[config.mk]
export PLATFORM = sky130hd
export DESIGN_NAME = pipe_hazard_ctrl_flat
export DESIGN_NICKNAME = d
export VERILOG_FILES = /design/src/rtl/pipe_hazard_ctrl_if.sv /design/src/rtl/pipe_hazard_ctrl.sv /design/src/flat_wrapper.sv
export SDC_FILE = /design/constraint.sdc
export NUM_CORES = 1
export LEC_CHECK = 0
export BUFFER_PORTS_ARGS = -buffer_cell sky130_fd_sc_hd__buf_4
export CAP_MARGIN = 25
export CORE_ASPECT_RATIO = 0.8
export CORE_UTILIZATION = 52
export CTS_BUF_LIST = sky130_fd_sc_hd__clkbuf_8
export CTS_CLUSTER_SIZE = 10
export DETAILED_ROUTE_END_ITERATION = 10
export HOLD_SLACK_MARGIN = 0.06
export PLACE_DENSITY = 0.87
export SKIP_CTS_REPAIR_TIMING = 1
export SYNTH_ARGS = -nofsm -noshare
export SYNTH_HDL_FRONTEND = slang
export SYNTH_SLANG_ARGS = --single-unit
[constraint.sdc]
create_clock -name clk -period 2.2 [get_ports clk]
set_clock_uncertainty 0.15 [all_clocks]
set_input_delay 0.33 -clock clk [delete_from_list [all_inputs] [get_ports clk]]
set_output_delay 0.33 -clock clk [all_outputs]
set_load 0.1 [all_outputs]
[src/rtl/pipe_hazard_ctrl_if.sv]
// rtl/pipe_hazard_ctrl_if.sv - ID/EX hazard signals between pipeline and hazard controller
interface pipe_hazard_ctrl_if;
    logic        id_valid;
    logic [3:0]  id_rs1;
    logic [3:0]  id_rs2;
    logic        id_use_rs1;
    logic        id_use_rs2;
    logic        id_call;
    logic        id_ret;
    logic        ex_mem_read;
    logic        ex_reg_write;
    logic [3:0]  ex_reg_rd;
    logic        ex_branch_taken;
    logic        pc_stall;
    logic        ifid_stall;
    logic        ifid_flush;
    logic        idex_flush;
    logic        pc_hazard;
    logic [15:0] stall_cnt;

    // Pipeline side: presents ID/EX state, consumes stall/flush controls
    modport master (
        output id_valid, id_rs1, id_rs2, id_use_rs1, id_use_rs2, id_call, id_ret,
        output ex_mem_read, ex_reg_write, ex_reg_rd, ex_branch_taken,
        input  pc_stall, ifid_stall, ifid_flush, idex_flush, pc_hazard, stall_cnt
    );

    // Hazard controller side
    modport slave (
        input  id_valid, id_rs1, id_rs2, id_use_rs1, id_use_rs2, id_call, id_ret,
        input  ex_mem_read, ex_reg_write, ex_reg_rd, ex_branch_taken,
        output pc_stall, ifid_stall, ifid_flush, idex_flush, pc_hazard, stall_cnt
    );
endinterface

[src/rtl/pipe_hazard_ctrl.sv]
// rtl/pipe_hazard_ctrl.sv - load-use stall, branch flush and call/ret drain control
module pipe_hazard_ctrl #(
    parameter int unsigned DRAIN_CYC = 3
) (
    input  logic               clk,
    input  logic               rst_n,
    pipe_hazard_ctrl_if.slave  bus
);
    typedef enum logic {ST_RUN, ST_DRAIN} state_t;

    state_t      r_state;
    logic [2:0]  r_cnt;
    logic [15:0] r_stall_cnt;

    logic        w_luh;
    logic        w_drain_entry;
    logic        w_pc_stall;
    logic        w_ifid_stall;
    logic        w_ifid_flush;
    logic        w_idex_flush;
    logic        w_pc_hazard;

    // Load-use hazard: ID reads the register a load in EX is about to write (R0 exempt)
    always_comb begin
        w_luh = bus.id_valid & bus.ex_mem_read & bus.ex_reg_write & (bus.ex_reg_rd != 4'd0) &
                ((bus.id_use_rs1 & (bus.id_rs1 == bus.ex_reg_rd)) |
                 (bus.id_use_rs2 & (bus.id_rs2 == bus.ex_reg_rd)));
        w_drain_entry = (r_state == ST_RUN) & bus.id_valid & (bus.id_call | bus.id_ret) &
                        ~w_luh & ~bus.ex_branch_taken;
    end

    // Control outputs by priority: branch flush > drain > load-use; pc_hazard tracks drain only
    always_comb begin
        w_pc_stall   = 1'b0;
        w_ifid_stall = 1'b0;
        w_ifid_flush = 1'b0;
        w_idex_flush = 1'b0;
        w_pc_hazard  = 1'b0;
        if (rst_n) begin
            w_pc_hazard = (r_state == ST_DRAIN);
            if (bus.ex_branch_taken) begin
                w_ifid_flush = 1'b1;
                w_idex_flush = 1'b1;
            end else if (r_state == ST_DRAIN) begin
                w_pc_stall   = 1'b1;
                w_ifid_flush = 1'b1;
            end else if (w_luh) begin
                w_pc_stall   = 1'b1;
                w_ifid_stall = 1'b1;
                w_idex_flush = 1'b1;
            end
        end
    end

    // RUN/DRAIN sequencing; the drain runs to completion even across a branch flush
    always_ff @(posedge clk) begin
        if (!rst_n) begin
            r_state <= ST_RUN;
            r_cnt   <= 3'd0;
        end else begin
            case (r_state)
                ST_RUN: begin
                    if (w_drain_entry) begin
                        r_state <= ST_DRAIN;
                        r_cnt   <= 3'(DRAIN_CYC - 1);
                    end
                end
                ST_DRAIN: begin
                    if (r_cnt == 3'd0) begin
                        r_state <= ST_RUN;
                    end else begin
                        r_cnt <= r_cnt - 3'd1;
                    end
                end
                default: begin
                    r_state <= ST_RUN;
                    r_cnt   <= 3'd0;
                end
            endcase
        end
    end

    // Saturating count of cycles the PC was held
    always_ff @(posedge clk) begin
        if (!rst_n) begin
            r_stall_cnt <= 16'd0;
        end else if (w_pc_stall && (r_stall_cnt != 16'hFFFF)) begin
            r_stall_cnt <= r_stall_cnt + 16'd1;
        end
    end

    assign bus.pc_stall   = w_pc_stall;
    assign bus.ifid_stall = w_ifid_stall;
    assign bus.ifid_flush = w_ifid_flush;
    assign bus.idex_flush = w_idex_flush;
    assign bus.pc_hazard  = w_pc_hazard;
    assign bus.stall_cnt  = r_stall_cnt;
endmodule

[src/flat_wrapper.sv]
// flat-port wrapper written by rule: the top's interface ports become plain ports
module pipe_hazard_ctrl_flat 
#(
    parameter int unsigned DRAIN_CYC = 3
)
  (clk, rst_n, bus_id_valid, bus_id_rs1, bus_id_rs2, bus_id_use_rs1, bus_id_use_rs2, bus_id_call, bus_id_ret, bus_ex_mem_read, bus_ex_reg_write, bus_ex_reg_rd, bus_ex_branch_taken, bus_pc_stall, bus_ifid_stall, bus_ifid_flush, bus_idex_flush, bus_pc_hazard, bus_stall_cnt);
  pipe_hazard_ctrl_if bus_i ();
  input  logic clk;
  input  logic rst_n;
  input wire logic [$bits(bus_i.id_valid)-1:0] bus_id_valid;
  input wire logic [$bits(bus_i.id_rs1)-1:0] bus_id_rs1;
  input wire logic [$bits(bus_i.id_rs2)-1:0] bus_id_rs2;
  input wire logic [$bits(bus_i.id_use_rs1)-1:0] bus_id_use_rs1;
  input wire logic [$bits(bus_i.id_use_rs2)-1:0] bus_id_use_rs2;
  input wire logic [$bits(bus_i.id_call)-1:0] bus_id_call;
  input wire logic [$bits(bus_i.id_ret)-1:0] bus_id_ret;
  input wire logic [$bits(bus_i.ex_mem_read)-1:0] bus_ex_mem_read;
  input wire logic [$bits(bus_i.ex_reg_write)-1:0] bus_ex_reg_write;
  input wire logic [$bits(bus_i.ex_reg_rd)-1:0] bus_ex_reg_rd;
  input wire logic [$bits(bus_i.ex_branch_taken)-1:0] bus_ex_branch_taken;
  output wire logic [$bits(bus_i.pc_stall)-1:0] bus_pc_stall;
  output wire logic [$bits(bus_i.ifid_stall)-1:0] bus_ifid_stall;
  output wire logic [$bits(bus_i.ifid_flush)-1:0] bus_ifid_flush;
  output wire logic [$bits(bus_i.idex_flush)-1:0] bus_idex_flush;
  output wire logic [$bits(bus_i.pc_hazard)-1:0] bus_pc_hazard;
  output wire logic [$bits(bus_i.stall_cnt)-1:0] bus_stall_cnt;
  assign bus_i.id_valid = bus_id_valid;
  assign bus_i.id_rs1 = bus_id_rs1;
  assign bus_i.id_rs2 = bus_id_rs2;
  assign bus_i.id_use_rs1 = bus_id_use_rs1;
  assign bus_i.id_use_rs2 = bus_id_use_rs2;
  assign bus_i.id_call = bus_id_call;
  assign bus_i.id_ret = bus_id_ret;
  assign bus_i.ex_mem_read = bus_ex_mem_read;
  assign bus_i.ex_reg_write = bus_ex_reg_write;
  assign bus_i.ex_reg_rd = bus_ex_reg_rd;
  assign bus_i.ex_branch_taken = bus_ex_branch_taken;
  assign bus_pc_stall = bus_i.pc_stall;
  assign bus_ifid_stall = bus_i.ifid_stall;
  assign bus_ifid_flush = bus_i.ifid_flush;
  assign bus_idex_flush = bus_i.idex_flush;
  assign bus_pc_hazard = bus_i.pc_hazard;
  assign bus_stall_cnt = bus_i.stall_cnt;
  pipe_hazard_ctrl #(.DRAIN_CYC(DRAIN_CYC)) u_core (.clk(clk), .rst_n(rst_n), .bus(bus_i));
endmodule
== After elaboration in Yosys (flattened, before gate mapping) ==
Cells that the tools add are included.

* Bits in registers: 20
* Word-level logic and storage cells: 48

* Multiplexer cells: 19
* Bitwise operators: 15
* Reductions and logical operators: 4
* Equal/unequal tests: 5
* $add $sub $neg: 2

{| class="wikitable"
|+ Operators by type and width
! kind !! number
|-
| $add 16x1->16 const B || 1
|-
| $ne 16x16->1 const B || 1
|-
| $mux 1 || 15
|-
| $and 1x1->1 || 10
|-
| $eq 4x4->1 || 2
|-
| $mux 3 || 2
|-
| $pmux 3 s2 || 1
|-
| $reduce_bool 4->1 || 1
|-
| $logic_not 3->1 || 1
|-
| $not 1->1 || 3
|-
| $sub 3x1->3 const B || 1
|-
| $ne 2x1->1 const B || 1
|-
| $ne 2x2->1 const B || 1
|-
| $or 1x1->1 || 2
|-
| $pmux 1 s2 || 1
|-
| $reduce_and 2->1 || 1
|-
| $logic_and 1x1->1 || 1
|}

== Depth between registers and ports, before layout ==
* Depth after elaboration: 9
* Mapped depth: 7

== Least setup slack after synthesis ==
OpenSTA, ideal clock, no wires.

* Kind: input-to-output
* Start point: in bus_ex_reg_rd[0]
* End point: out bus_ifid_stall
* Slack: -2.113 ns
* Data arrival time: 3.833 ns
* Buffers on the path: 0
* Stages: 5
* Cell sequence: xor2_1 -> nor3_2 -> and4_4 -> nor2_1 -> nor4_1

* Cells in the longest elaborated chain, start to end: 8
* Elaborated cells between the ends (all ways): 12
* Those cells by class: 2 x eq/ne; 4 x mux; 5 x bitwise; 1 x reduce/logical

{| class="wikitable"
|+ Ends and longest elaborated chain
! item !! RTL line !! source
|-
| from (decl) || flat_wrapper.sv:19 || <nowiki>input wire logic [$bits(bus_i.ex_reg_rd)-1:0] bus_ex_reg_rd;</nowiki>
|-
| $eq 4x4->1 (on tied branches) || pipe_hazard_ctrl.sv:26, pipe_hazard_ctrl.sv:27 ||
|-
| $and 1x1->1 (on tied branches) || pipe_hazard_ctrl.sv:26, pipe_hazard_ctrl.sv:27 ||
|-
| $or 1x1->1 || pipe_hazard_ctrl.sv:26 || <nowiki>((bus.id_use_rs1 & (bus.id_rs1 == bus.ex_reg_rd)) |</nowiki>
|-
| $and 1x1->1 * || pipe_hazard_ctrl.sv:25 || <nowiki>w_luh = bus.id_valid & bus.ex_mem_read & bus.ex_reg_write & (bus.ex_reg_rd != 4'd0) &</nowiki>
|-
| $mux 1 * || pipe_hazard_ctrl.sv:47 || <nowiki>end else if (w_luh) begin</nowiki>
|-
| $mux 1 * || pipe_hazard_ctrl.sv:44 || <nowiki>end else if (r_state == ST_DRAIN) begin</nowiki>
|-
| $mux 1 * || pipe_hazard_ctrl.sv:41 || <nowiki>if (bus.ex_branch_taken) begin</nowiki>
|-
| $mux 1 * || pipe_hazard_ctrl.sv:39 || <nowiki>if (rst_n) begin</nowiki>
|-
| to (decl) || flat_wrapper.sv:22 || <nowiki>output wire logic [$bits(bus_i.ifid_stall)-1:0] bus_ifid_stall;</nowiki>
|}

Every way passes the cells marked *; elsewhere a longest branch is shown, timed or not.

== Worst setup path after layout ==
* Start point: in bus_id_rs1[2]
* End point: out bus_ifid_stall

* Cells in the longest elaborated chain, start to end: 8

{| class="wikitable"
|+ Ends and longest elaborated chain
! item !! RTL line !! source
|-
| from (decl) || flat_wrapper.sv:11 || <nowiki>input wire logic [$bits(bus_i.id_rs1)-1:0] bus_id_rs1;</nowiki>
|-
| $eq 4x4->1 || pipe_hazard_ctrl.sv:26 ||
|-
| $and 1x1->1 || pipe_hazard_ctrl.sv:26 ||
|-
| $or 1x1->1 || pipe_hazard_ctrl.sv:26 ||
|-
| $and 1x1->1 || pipe_hazard_ctrl.sv:25 ||
|-
| $mux 1 || pipe_hazard_ctrl.sv:47 ||
|-
| $mux 1 || pipe_hazard_ctrl.sv:44 ||
|-
| $mux 1 || pipe_hazard_ctrl.sv:41 ||
|-
| $mux 1 || pipe_hazard_ctrl.sv:39 ||
|}

Every way passes these cells.

==> impl_metrics.env <==
export IMPL_outcome="finished, violations left"
export IMPL_violations="negative setup slack"
export IMPL_antenna_found_initial=0
export IMPL_maxSlewHeadroom_pct=64.3
export IMPL_crit_type="input port to primary output"
export IMPL_vias=1520
export IMPL_nFillCells=103
export IMPL_setup_slack_ns=-0.126
export IMPL_synthMuxAreaShare_pct=5.43
export IMPL_synth_edff_count=0
export IMPL_drt_iter0_markers=171
export IMPL_area_growth_pct=53.1
export IMPL_hold_depth=1
export IMPL_dieArea_um2=2690
export IMPL_synth_top_family_by_area="simple AND/OR/NAND/NOR gates"
export IMPL_core_area_um2=2250
export IMPL_routed_wl_mm=4.47
export IMPL_drtAntennaViolNets=0
export IMPL_clk_pin_slew_ns=0.07
export IMPL_start_util_pct=57.3
export IMPL_post_route_period_util_pct=106
export IMPL_worstSetupStartpointType="input port"
export IMPL_clock_sinks=20
export IMPL_ys_seq_elements=20
export IMPL_final_cells=235
export IMPL_dp_hpwl_mm=2.92
export IMPL_synthCells=157
export IMPL_grt_setup_unrepaired="yes"
export IMPL_hold_violations=0
export IMPL_vias_per_cell=6.47
export IMPL_gp_congestion=0.884
export IMPL_r2r_slack_ns=0.14
export IMPL_port_buffers=42
export IMPL_synth_nets=182
export IMPL_synth_xor_area_share_pct=5.43
export IMPL_dp_cells=228
export IMPL_irDropWorstVdd_uv=357
export IMPL_nNetsFinal=236
export IMPL_min_path_type="flop to flop"
export IMPL_cp_end_kind="primary output"
export IMPL_design_portCount=43
export IMPL_die_h_um=46.6
export IMPL_synth_warning_count=0
export IMPL_r2r_end="u_core.bus.stall_cnt[14]"
export IMPL_p_leak_uw=0.000767
export IMPL_synthArstFlopShare_pct=0
export IMPL_grt_max_degree=23
export IMPL_r2r_cells=5
export IMPL_layout_min_cycle_time_ns=2.33
export IMPL_syn_area_um2=1290
export IMPL_syn_area_per_cell_um2=8.22
export IMPL_synth_cell_type_count=45
export IMPL_antenna_cells=0
export IMPL_setup_violations=3
export IMPL_drv_slew=0
export IMPL_power_density_nw_per_um2=418
export IMPL_synth_ff_type="dfxtp_1"
export IMPL_crit_arrival_ns=1.85
export IMPL_grt_pass1_vias=1329
export IMPL_cts_path_max_buffers=2
export IMPL_drtPass1Iterations=4
export IMPL_drive_gt1_share_pct=45.2
export IMPL_cp_max_fo=3
export IMPL_num_rows=15
export IMPL_insertion_delay_ns=0.27
export IMPL_worst_slew_pin_slew_ns=0.534
export IMPL_overflow=0
export IMPL_final_area_um2=1980
export IMPL_fin_util_pct=87.8
export IMPL_cts_buffers=3
export IMPL_drv_cap=0
export IMPL_drc=0
export IMPL_placed_area_um2=1750
export IMPL_synth_fa_ha_area_share_pct=2.91
export IMPL_worst_hold_slack_ns=0.309
export IMPL_max_freq_ghz=0.430
export IMPL_worstSetupStartpoint="bus_id_rs1[2]"
export IMPL_wire_per_inst_um=19.0
export IMPL_die_w_um=57.7
export IMPL_grt_pass1_wl_mm=6.02
export IMPL_synth_compound_area_share_pct=15.1
export IMPL_seq_area_frac_synth_pct=31.0
export IMPL_critical_path_required_ns=1.72
export IMPL_track_usage_pct=30.4
export IMPL_root_buffer="clkbuf_8"
export IMPL_synthSimpleGateAreaFrac_pct=36.1
export IMPL_crit_end="bus_ifid_stall"
export IMPL_cts_htree_levels=1
export IMPL_r2r_start="u_core.bus.stall_cnt[0]"
export IMPL_cts_tree="done"
==> worst min-delay path by stage <==
stage | endpoint | slack [ns] | startpoint
final | u_core.r_cnt[0] | 0.31 | u_core.r_cnt[0]
after global routing | u_core.r_cnt[0] | 0.33 | u_core.r_cnt[0]
after CTS | u_core.r_cnt[0] | 0.31 | u_core.r_cnt[0]
after detailed placement | u_core.r_cnt[0] | 0.30 | u_core.r_cnt[0]
after global placement | u_core.bus.stall_cnt[12] | 0.28 | u_core.bus.stall_cnt[12]
after floorplan | u_core.r_cnt[0] | 0.27 | u_core.r_cnt[0]
==> flip-flops by register name, summed over array words and instances (netlist names) <==
signal / count
u_core.r_state: 1
u_core.bus.stall_cnt: 16
u_core.r_cnt: 3
==> cells by family (layout without fill, tap and decap cells) <==
kind of cell / after synthesis / in the layout
AND/OR/NAND/NOR: 79 / 79
AO/OA/AOI/OAI: 27 / 27
flip-flops: 20 / 20
buffers and inverters: 13 / 66
XOR/XNOR: 8 / 8
multiplexers: 7 / 7
adder cells (fa/ha/maj): 3 / 3
==> cell usage in the layout (no fill, tap or decap), types with 5 or more instances in the layout <==
cell	count
nand4_1	5
a21oi_1	6
mux2i_1	7
buf_4	46
nand2b_1	6
nand3_1	9
dfxtp_1	6
nand2_1	18
inv_1	7
dfxtp_2	10
==> cell usage after synthesis (3+ instances only) <==
| library cell | instances | area share (%) |
|---|---|---|
| dfxtp_1 | 20 | 31 |
| nand2_1 | 18 | 5.2 |
| nand3_1 | 9 | 3.5 |
| nor2_1 | 9 | 2.6 |
| inv_1 | 7 | 2.0 |
| mux2i_1 | 7 | 5.4 |
| a21oi_1 | 6 | 2.3 |
| nand2b_1 | 6 | 2.9 |
| xor2_1 | 6 | 4.1 |
| nand4_1 | 5 | 2.4 |
| clkbuf_1 | 4 | 1.2 |
| nor4_1 | 4 | 1.9 |
| o21ai_0 | 4 | 1.6 |
| and2_1 | 3 | 1.5 |
| ha_1 | 3 | 2.9 |
| nor3_1 | 3 | 1.2 |
| nor3_2 | 3 | 2.3 |
| or3_1 | 3 | 1.5 |
==> metal layers <==
layer | vias to the layer above | share of wire (%) | track usage, %
li1 | 686 | - | -
met1 | 699 | 38 | 33.2
met2 | 108 | 49 | 55.1
met3 | 27 | 8.6 | 9.27
met4 | 0 | 4.4 | 15.2
met5 | - | 0 | 0
==> power by group <==
group          switching, uW  total, uW  internal (uW)
sequential              5.96        367            361
combinational            101        177           75.3
clock                    124        284            160
total                    231        827            596
==> critical path, stage by stage <==
cell and delay [ns]:
buf_8 0.10, xor2_4 0.18, nor3_4 0.25, and4_4 0.30, nor2_4 0.05, buf_6 0.11
nor4_4 0.25, buf_6 0.26
==> layout make-up <==
class | instances | area (um2) | area share (%)
clock buffers | 4 | 55.1 | 2.78
inverters | 7 | 26.3 | 1.33
multi-input cells | 124 | 956 | 48.4
flip-flops and latches | 20 | 428 | 21.6
well taps | 25 | 31.3 | 1.58
repair buffers | 55 | 480 | 24.3
==> per-stage QoR <==
stage	TNS, ns	total power, uW	worst slack, ns
floorplan	-0.388	459	-0.285
global placement	-0.0708	514	-0.0524
detailed placement	-0.422	521	-0.162
CTS	-0.214	805	-0.135
global route	-0.202	856	-0.147
finish	-0.167	827	-0.126
Note: power is estimated with default switching activity, not from simulation.
